--- src/rtl/battlegrid_draw.sv ---
// battlegrid_draw
//   Pixel-drawing engine for the BattleChip VGA path. It renders N boards with
//   configurable geometry. Commands arrive on a valid/ready handshake. Each
//   busy cycle produces one pixel on VGA_X/VGA_Y/VGA_COLOUR/VGA_PLOT.
//
// Ports
//   CLOCK_50    : system clock, rising edge
//   reset       : synchronous, active-high reset
//   cmd_valid   : command present
//   cmd_ready   : engine idle, command will be accepted this edge
//   cmd_op      : 0=CLEAR, 1=GRID, 2=FILL_CELL, 3=reserved (rejected)
//   cmd_board   : board index
//   cmd_row     : cell row    (FILL_CELL)
//   cmd_col     : cell column (FILL_CELL)
//   cmd_colour  : colour to draw
//   done        : one-cycle pulse when a command completes
//   err         : one-cycle pulse with done for a rejected command
//   VGA_X/VGA_Y : pixel coordinate
//   VGA_COLOUR  : pixel colour
//   VGA_PLOT    : write strobe for the current pixel
module battlegrid_draw #(
  parameter int SCREEN_W    = 320,
  parameter int SCREEN_H    = 240,
  parameter int X_W         = 9,
  parameter int Y_W         = 8,
  parameter int GRID_N      = 10,
  parameter int CELL_PX     = 14,
  parameter int NUM_BOARDS  = 2,
  parameter int BOARD_X0    = 10,
  parameter int BOARD_PITCH = 160,
  parameter int BOARD_Y     = 50,
  parameter int COL_W       = 3,
  localparam int BOARD_W    = (NUM_BOARDS > 1) ? $clog2(NUM_BOARDS) : 1
) (
  input  logic               CLOCK_50,
  input  logic               reset,
  input  logic               cmd_valid,
  output logic               cmd_ready,
  input  logic [1:0]         cmd_op,
  input  logic [BOARD_W-1:0] cmd_board,
  input  logic [3:0]         cmd_row,
  input  logic [3:0]         cmd_col,
  input  logic [COL_W-1:0]   cmd_colour,
  output logic               done,
  output logic               err,
  output logic [X_W-1:0]     VGA_X,
  output logic [Y_W-1:0]     VGA_Y,
  output logic [COL_W-1:0]   VGA_COLOUR,
  output logic               VGA_PLOT
);

  // Board side in pixels, including the closing gridline.
  localparam int SIDE   = GRID_N * CELL_PX + 1;
  localparam int CNT_W  = $clog2(SIDE);
  localparam int CELL_W = $clog2(CELL_PX);

  localparam logic [1:0] OP_CLEAR = 2'd0;
  localparam logic [1:0] OP_GRID  = 2'd1;
  localparam logic [1:0] OP_FILL  = 2'd2;

  typedef enum logic [2:0] {
    IDLE  = 3'd0,
    CLEAR = 3'd1,
    GRID  = 3'd2,
    CELL  = 3'd3,
    FIN   = 3'd4
  } state_t;

  state_t             state_reg;
  logic [CNT_W-1:0]   dx_reg;      // GRID: dx; CELL: interior i
  logic [CNT_W-1:0]   dy_reg;      // GRID: dy; CELL: interior j
  logic [CELL_W-1:0]  cx_reg;      // dx modulo CELL_PX
  logic [CELL_W-1:0]  cy_reg;      // dy modulo CELL_PX
  logic [X_W-1:0]     row_x0_reg;  // x where each scan row restarts

  logic [X_W-1:0]     acc_ox;
  logic [X_W-1:0]     acc_cell_x;
  logic [Y_W-1:0]     acc_cell_y;
  logic               acc_bad;
  logic [CELL_W-1:0]  cx_next;
  logic [CELL_W-1:0]  cy_next;

  assign cmd_ready = (state_reg == IDLE) && !reset;

  // Geometry and validation of the command on the input pins. It is only
  // consumed at the accepting edge.
  always_comb begin
    acc_ox     = X_W'(BOARD_X0 + int'(cmd_board) * BOARD_PITCH);
    acc_cell_x = X_W'(BOARD_X0 + int'(cmd_board) * BOARD_PITCH
                      + int'(cmd_col) * CELL_PX + 1);
    acc_cell_y = Y_W'(BOARD_Y + int'(cmd_row) * CELL_PX + 1);
    acc_bad    = 1'b0;
    if (cmd_op == 2'd3)
      acc_bad = 1'b1;
    if ((cmd_op == OP_GRID || cmd_op == OP_FILL) && int'(cmd_board) >= NUM_BOARDS)
      acc_bad = 1'b1;
    if (cmd_op == OP_FILL && (int'(cmd_row) >= GRID_N || int'(cmd_col) >= GRID_N))
      acc_bad = 1'b1;
  end

  // Cell-local wrap counters. A gridline falls wherever one of them is zero,
  // so no divider is needed.
  always_comb begin
    cx_next = (cx_reg == CELL_W'(CELL_PX - 1)) ? '0 : cx_reg + 1'b1;
    cy_next = (cy_reg == CELL_W'(CELL_PX - 1)) ? '0 : cy_reg + 1'b1;
  end

  always_ff @(posedge CLOCK_50) begin
    if (reset) begin
      state_reg  <= IDLE;
      VGA_X      <= '0;
      VGA_Y      <= '0;
      VGA_COLOUR <= '0;
      VGA_PLOT   <= 1'b0;
      done       <= 1'b0;
      err        <= 1'b0;
      dx_reg     <= '0;
      dy_reg     <= '0;
      cx_reg     <= '0;
      cy_reg     <= '0;
      row_x0_reg <= '0;
    end else begin
      case (state_reg)
        IDLE: begin
          done     <= 1'b0;
          err      <= 1'b0;
          VGA_PLOT <= 1'b0;
          if (cmd_valid) begin
            VGA_COLOUR <= cmd_colour;
            dx_reg     <= '0;
            dy_reg     <= '0;
            cx_reg     <= '0;
            cy_reg     <= '0;
            if (acc_bad) begin
              state_reg <= FIN;
              done      <= 1'b1;
              err       <= 1'b1;
            end else begin
              case (cmd_op)
                OP_CLEAR: begin
                  state_reg <= CLEAR;
                  VGA_X     <= '0;
                  VGA_Y     <= '0;
                  VGA_PLOT  <= 1'b1;
                end
                OP_GRID: begin
                  state_reg  <= GRID;
                  VGA_X      <= acc_ox;
                  VGA_Y      <= Y_W'(BOARD_Y);
                  row_x0_reg <= acc_ox;
                  VGA_PLOT   <= 1'b1;     // (0,0) is a gridline corner
                end
                default: begin            // OP_FILL; op 3 was rejected above
                  state_reg  <= CELL;
                  VGA_X      <= acc_cell_x;
                  VGA_Y      <= acc_cell_y;
                  row_x0_reg <= acc_cell_x;
                  VGA_PLOT   <= 1'b1;
                end
              endcase
            end
          end
        end

        CLEAR: begin
          if (VGA_X == X_W'(SCREEN_W - 1)) begin
            if (VGA_Y == Y_W'(SCREEN_H - 1)) begin
              state_reg <= FIN;
              VGA_PLOT  <= 1'b0;
              done      <= 1'b1;
            end else begin
              VGA_X <= '0;
              VGA_Y <= VGA_Y + 1'b1;
            end
          end else begin
            VGA_X <= VGA_X + 1'b1;
          end
        end

        GRID: begin
          if (dx_reg == CNT_W'(SIDE - 1)) begin
            if (dy_reg == CNT_W'(SIDE - 1)) begin
              state_reg <= FIN;
              VGA_PLOT  <= 1'b0;
              done      <= 1'b1;
            end else begin
              dx_reg   <= '0;
              cx_reg   <= '0;
              dy_reg   <= dy_reg + 1'b1;
              cy_reg   <= cy_next;
              VGA_X    <= row_x0_reg;
              VGA_Y    <= VGA_Y + 1'b1;
              VGA_PLOT <= 1'b1;           // dx = 0 is always a vertical line
            end
          end else begin
            dx_reg   <= dx_reg + 1'b1;
            cx_reg   <= cx_next;
            VGA_X    <= VGA_X + 1'b1;
            VGA_PLOT <= (cx_next == '0) || (cy_reg == '0);
          end
        end

        CELL: begin
          if (dx_reg == CNT_W'(CELL_PX - 2)) begin
            if (dy_reg == CNT_W'(CELL_PX - 2)) begin
              state_reg <= FIN;
              VGA_PLOT  <= 1'b0;
              done      <= 1'b1;
            end else begin
              dx_reg <= '0;
              dy_reg <= dy_reg + 1'b1;
              VGA_X  <= row_x0_reg;
              VGA_Y  <= VGA_Y + 1'b1;
            end
          end else begin
            dx_reg <= dx_reg + 1'b1;
            VGA_X  <= VGA_X + 1'b1;
          end
        end

        FIN: begin
          done      <= 1'b0;
          err       <= 1'b0;
          VGA_PLOT  <= 1'b0;
          state_reg <= IDLE;
        end

        default: begin
          state_reg <= IDLE;
          VGA_PLOT  <= 1'b0;
          done      <= 1'b0;
          err       <= 1'b0;
        end
      endcase
    end
  end

endmodule

--- config.mk ---
export PLATFORM = sky130hd
export DESIGN_NAME = battlegrid_draw
export DESIGN_NICKNAME = d
export VERILOG_FILES = /design/src/rtl/battlegrid_draw.sv
export SDC_FILE = /design/constraint.sdc
export NUM_CORES = 1
export LEC_CHECK = 0
export ABC_CLOCK_PERIOD_IN_PS = 3450
export BUFFER_PORTS_ARGS = -buffer_cell sky130_fd_sc_hd__buf_2
export CORE_MARGIN = 8
export CORE_UTILIZATION = 55
export DETAILED_ROUTE_END_ITERATION = 7
export PLACE_DENSITY_LB_ADDON = 0.12
export SYNTH_ARGS = -nofsm -noshare
export SYNTH_HDL_FRONTEND = slang
export SYNTH_SLANG_ARGS = --single-unit
--- constraint.sdc ---
create_clock -name CLOCK_50 -period 3.45 [get_ports CLOCK_50]
set_input_delay 0.5175 -clock CLOCK_50 [delete_from_list [all_inputs] [get_ports CLOCK_50]]
set_output_delay 0.5175 -clock CLOCK_50 [all_outputs]
set_load 0.05 [all_outputs]
Word level (Yosys, flattened, before mapping)
Index checks and enable logic that the tools add are counted.
{ "classes": {"n_div": 0, "multipliers": 3, "n_mux": 72, "shift": 0, "add_sub_neg": 11, "n_reduce_logical": 24, "n_eq_ne": 28, "order_cmp": 2, "bitwise": 2} }
{ "ops": {"columns": ["operator", "count"], "rows": [
  ["2-to-1 mux 8 bit", 17],
  ["2-to-1 mux 9 bit", 8],
  ["case mux 8 bit (3 select lines)", 2],
  ["case mux 9 bit (2 select lines)", 2],
  ["case mux 9 bit (4 select lines)", 1],
  ["adder 8 x 1 -> 8 bit (second input constant)", 4],
  ["case mux 8 bit (4 select lines)", 1],
  ["2-to-1 mux 4 bit", 7],
  ["== test 8 bit (second input constant)", 3],
  ["2-to-1 mux 3 bit", 8],
  ["!= test 2 bit (second input constant)", 11],
  ["adder 9 x 1 -> 9 bit (second input constant)", 2],
  ["2-to-1 mux 1 bit", 18],
  ["AND reduction 6 bit", 3],
  ["== test 8 x 4 -> 1 bit (second input constant)", 2],
  ["case mux 4 bit (2 select lines)", 2],
  ["case mux 8 bit (2 select lines)", 1],
  ["AND reduction 4 bit", 4],
  ["multiplier 4 x 3 -> 7 bit (second input constant)", 2],
  ["case mux 3 bit (4 select lines)", 1],
  ["adder 4 x 9 -> 9 bit (first input constant)", 1],
  ["adder 9 x 8 -> 9 bit", 1],
  ["== test 9 bit (second input constant)", 1],
  ["!= test 3 bit (second input constant)", 3],
  ["other kinds (27)", 37]
]} }
{ "totals": {"romBits": 0, "regBits": 59, "output_inout_bits": 24, "ramBits": 0, "latch_bits": 0, "elab_cells": 154, "memories": 0} }

Longest topological paths before layout
{ "logic_depth": {"depth_word": 8, "ltp_mapped": 12} }

Least setup slack after synthesis
No wires, ideal clock.
{ "synth_path": {"path_kind": "input port to flip-flop", "startpoint": "in cmd_col[0]", "endpoint": "reg VGA_X[8]", "setup_slack_ns": 0.525, "arrival_time_ns": 2.795, "path_buffers": 0, "setup_ns": 0.129, "stages": 11, "path_cell_list": "fa_1 -> ha_1 -> inv_1 -> fa_1 -> xnor2_1 -> ha_1 -> nand2b_1 -> o21bai_1 -> a31o_2 -> a211oi_1 -> o32ai_1"} }
{ "synth_between": {"elab_chain_cells": 7, "word_cells_on_any_way": 13} }
{ "synth_rtl": {"columns": ["element", "line", "text"], "rows": [
  ["from (decl)", "42", "input logic [3:0] cmd_col,"],
  ["multiplier 4 x 3 -> 7 bit", "90", "+ int'(cmd_col) * CELL_PX + 1);"],
  ["adder 9 x 8 -> 9 bit", "90", null],
  ["adder 9 x 1 -> 9 bit", "90", null],
  ["case mux 9 bit (2 select lines)", "139", "case (cmd_op)"],
  ["2-to-1 mux 9 bit", "134", "if (acc_bad) begin"],
  ["2-to-1 mux 9 bit", "128", "if (cmd_valid) begin"],
  ["case mux 9 bit (4 select lines)", "123", "case (state_reg)"],
  ["to (signal assigned)", "148", "VGA_X <= acc_ox;"],
  ["to (signal assigned)", "155", "VGA_X <= acc_cell_x;"],
  ["to (signal assigned)", "176", "VGA_X <= VGA_X + 1'b1;"],
  ["to (decl)", "46", "output logic [X_W-1:0] VGA_X,"]
]} }
Parallel ways exist; a longest one is shown, timed or not. The select of a mux whose other input is x is not followed.
A chain may end at the register's enable or synchronous reset.

Final worst setup path
{ "layout_path": {"startpoint": "reg dx_reg[0]", "endpoint": "reg dy_reg[7]"} }
{ "layout_between": {"elab_chain_cells": 3, "word_cells_on_any_way": 5} }
{ "layout_rtl": {"columns": ["element", "line", "text"], "rows": [
  ["from (decl)", "70", "logic [CNT_W-1:0] dx_reg;"],
  ["from (signal assigned)", "196", "dx_reg <= dx_reg + 1'b1;"],
  ["from (signal assigned)", "216", "dx_reg <= dx_reg + 1'b1;"],
  ["== test 8 x 4 -> 1 bit or == test 8 bit (tied branches)", "204, 181", null],
  ["!= test 2 bit (no line)", null, null],
  ["AND reduction 6 bit (no line) (*)", null, null],
  ["to (signal assigned)", "189", "dy_reg <= dy_reg + 1'b1;"],
  ["to (signal assigned)", "211", "dy_reg <= dy_reg + 1'b1;"],
  ["to (decl)", "71", "logic [CNT_W-1:0] dy_reg;"]
]} }
Every way passes the cells marked *; elsewhere a longest branch is shown, timed or not.

==> results.yml <==
placement:
  dpl_worst_slack_ns: 0.144
  place_hpwl_mm: 7.97
  finalWeightedCongestion: 0.884
  buffer_ports.inserted: 40
  dpl.cell_count: 638
layout:
  final_cell_count_no_fill: 654
  top_library_cells_by_usage_in_the_layout_fill_and_taps_aside: "59 x sky130_fd_sc_hd__dfxtp_1, 55 x sky130_fd_sc_hd__nor2_1, 40 x sky130_fd_sc_hd__buf_2"
  finalCoreUtilization: 0.645
  syn_to_final_growth_pct: 12.7
  drive_above_1_share: 0.148
  number_of_inserted_diodes: 0
  numnets_final: 604
  final.fill_count: 702
  layout_commonest_cell: "sky130_fd_sc_hd__dfxtp_1"
global_routing:
  vias_in_the_first_global_route: 3793
  grt_start_max_net_pins: 35
  grt_first_pass_wirelength_mm: 17.9
  grt_antenna_before_repair: 0
  globalRouteTotalUtil: 0.211
  globalRoute.totalOverflow: 0
floorplan:
  initial_utilization: 0.572
  fp.dieH_um: 103
  design.core.area_um2: 7290
  die_area_um2: 10600
  die_width_um: 103
  floorplan.rows: 31
  design.portCount: 41
critical_path:
  crit_path_max_incr_delay_ns: 0.66
  critPathKind: "reg -> reg"
  timing.critical_path.cells: "inv_1 -> ha_1 -> or4b_4 -> nor3_1 -> a21oi_1 -> nor2_1 -> nand4_1 -> mux2_2"
  cpMaxStageDelayCell: "sky130_fd_sc_hd__nor2_1"
  crit_fanout: 12
  r2r_slack_ns: 0.45
  critical_path.startpoint_type: "flop"
  arrival_ns: 3.24
  cp-end-kind: "flop"
  required_time_at_the_endpoint_of_the_critical_path_ns: 3.69
sta:
  timing.final.ws_setup_ns: 0.452
  slew_violations: 0
  timing.fmax_mhz: 334
  setup_violations: 0
  finClkSkew_ns: 0.00975
  grt_setup_unrepaired: "no"
  layout_min_cycle_time_ns: 3.00
  hold_viol_final: 0
  worst_slew_margin_rel: 0.474
  layout_worst_path_cycle_share: 0.869
  max_slew.worst_pin.slew_ns: 0.783
  timing.setup.tns_ns: 0
route:
  detail_route.wirelength_mm: 10.6
  first_pass_detailed_route_iteration_total: 5
  route.detailed.wl_per_inst_um: 16.3
  routed_via_count: 3895
  postRouteAntennaNets: 0
  dr.first_iter.drc_count: 282
  viasPerCell: 5.96
  detail_route.drc_violations: 0
flow_run:
  maxCapViolCount: 0
yosys:
  synth_area_leaders: "sky130_fd_sc_hd__dfxtp_1 28%, sky130_fd_sc_hd__ha_1 8.7%, sky130_fd_sc_hd__nor2_1 4.9%"
  synth-edff-count: 0
  synth_top_cell_area_share: 0.283
  postSynthRegisterBits: 59
  mappedNetlistArea_um2: 4170
  synth_async_sr_flop_share: 0
  ys_warn_count: 0
  synth.avg_cell_area_um2: 8.09
  syn_inst: 516
  post_synthesis_cell_type_count: 71
  sequential_fraction_of_the_synthesis_area: 0.283
  synth_top_cell_by_area: "sky130_fd_sc_hd__dfxtp_1"
  postSynth.topFlopCell: "sky130_fd_sc_hd__dfxtp_1"
  postSynthNetCount: 570
min_path:
  holdCritPathClass: "in -> reg"
cts:
  clk-insertion-delay-late_ns: 0.35
  post_cts_setup_buffer_count: 0
  clockBufferDepth: 2
  tritoncts: "yes"
  cts_resized: 0
  cts-root-buf: "sky130_fd_sc_hd__clkbuf_8"
  cts_made_buffers: 9
  numClockSinks: 59
  ctsHtreeMaxLevel: 3
  number_of_buffers_inserted_for_hold_repair_after_clock_tree_synthesis: 0
  register_clock_pin_slew_on_the_reported_worst_setup_and_hold_paths_ns: 0.07
power:
  seq_power_share: 0.343
  power_density_nw_per_um2: 483
  clock_power_share: 0.363
  pwr-share-comb: 0.294
  power.static_leakage_nw: 1.92
  p_total_w: 0.00227
  netSwitchingFraction: 0.341
  vdd.ir_drop.worst_v: 0.000277
  p_int_w: 0.00150
  switchingPower_w: 0.000774
outcome:
  outcome: "finished clean"
-- stage by stage --
step	hold WS, ns	cell area [um^2]
finish	0.411	4710
global route	0.425	4710
CTS	0.405	4710
detailed placement	0.466	4450
global placement	0.461	4450
floorplan	0.446	4170
-- worst max-delay path, delay by kind of cell (launching register included) --
family / cells / cell delay [ns]
multiplexers: 1 / 0.31
flip-flops: 1 / 0.34
buffers and inverters: 1 / 0.08
AND/OR/NAND/NOR: 4 / 1.74
AO/OA/AOI/OAI: 1 / 0.27
adder cells (fa/ha/maj): 1 / 0.16
-- power groups by stage --
stage	Clock, W	Combinational, W	Sequential [W]
final	0.000824	0.000669	0.000780
after global routing	0.000862	0.000732	0.000786
after CTS	0.000832	0.000666	0.000778
after detailed placement	0	0.000662	0.000793
after global placement	0	0.000647	0.000791
after floorplan	0	0.000411	0.000884
-- synth_stat cells, types with 4 or more instances --
| cell type | count |
|---|---|
| sky130_fd_sc_hd__dfxtp_1 | 59 |
| sky130_fd_sc_hd__nand3_1 | 20 |
| sky130_fd_sc_hd__inv_1 | 31 |
| sky130_fd_sc_hd__or3_1 | 7 |
| sky130_fd_sc_hd__or2_2 | 5 |
| sky130_fd_sc_hd__clkbuf_1 | 15 |
| sky130_fd_sc_hd__mux2i_1 | 7 |
| sky130_fd_sc_hd__fa_1 | 8 |
| sky130_fd_sc_hd__nor2_1 | 55 |
| sky130_fd_sc_hd__o32ai_1 | 8 |
| sky130_fd_sc_hd__nand2_1 | 32 |
| sky130_fd_sc_hd__o21bai_1 | 4 |
| sky130_fd_sc_hd__ha_1 | 29 |
| sky130_fd_sc_hd__a21oi_1 | 35 |
| sky130_fd_sc_hd__nand2b_1 | 8 |
| sky130_fd_sc_hd__nand4_1 | 6 |
| sky130_fd_sc_hd__nand3b_1 | 5 |
| sky130_fd_sc_hd__nor2b_1 | 9 |
| sky130_fd_sc_hd__a211oi_1 | 5 |
| sky130_fd_sc_hd__nor3_1 | 26 |
| sky130_fd_sc_hd__buf_1 | 4 |
| sky130_fd_sc_hd__xor2_1 | 11 |
| sky130_fd_sc_hd__a32oi_1 | 4 |
| sky130_fd_sc_hd__and3_1 | 8 |
| sky130_fd_sc_hd__o21ai_0 | 21 |
| sky130_fd_sc_hd__xnor2_1 | 15 |
| sky130_fd_sc_hd__a31oi_1 | 5 |
| sky130_fd_sc_hd__o211ai_1 | 4 |
-- metal layers --
metal | part of all wire | GRT usage | vias to the layer above
met5 | 0 | 0 | -
met4 | 0.015 | 0.0768 | 0
met3 | 0.039 | 0.0317 | 14
met2 | 0.49 | 0.368 | 117
met1 | 0.45 | 0.256 | 1838
li1 | - | - | 1926
-- area by class of cell --
| class | count | area [um^2] | share of cell area |
|---|---|---|---|
| timing repair buffer | 46 | 245 | 0.0521 |
| clock inverter | 4 | 95.1 | 0.0202 |
| clock buffer | 12 | 165 | 0.0351 |
| inverter | 31 | 116 | 0.0247 |
| multi-input combinational | 403 | 2780 | 0.591 |
| tap | 99 | 124 | 0.0263 |
| sequential | 59 | 1180 | 0.251 |
-- cell families (layout without fill, tap and decap cells) --
family	Yosys count	in the layout	synth area share
buf+inv	54	93	0.0513
flops	59	59	0.283
simple gates	206	206	0.255
compound gates	126	126	0.211
mux	8	8	0.0195
xor+xnor	26	26	0.0546
fa+ha+maj	37	37	0.125
-- final timing paths --
kind | start | end | cells past startpoint
worst max-delay path | dx_reg[0] | dy_reg[7] | 8
worst min-delay path | cmd_colour[2] | VGA_COLOUR[2] | 3
worst max register to register | dx_reg[0] | dy_reg[7] | 8
worst min register to register | done | done | 2
Power figures use the tool's default switching activity.
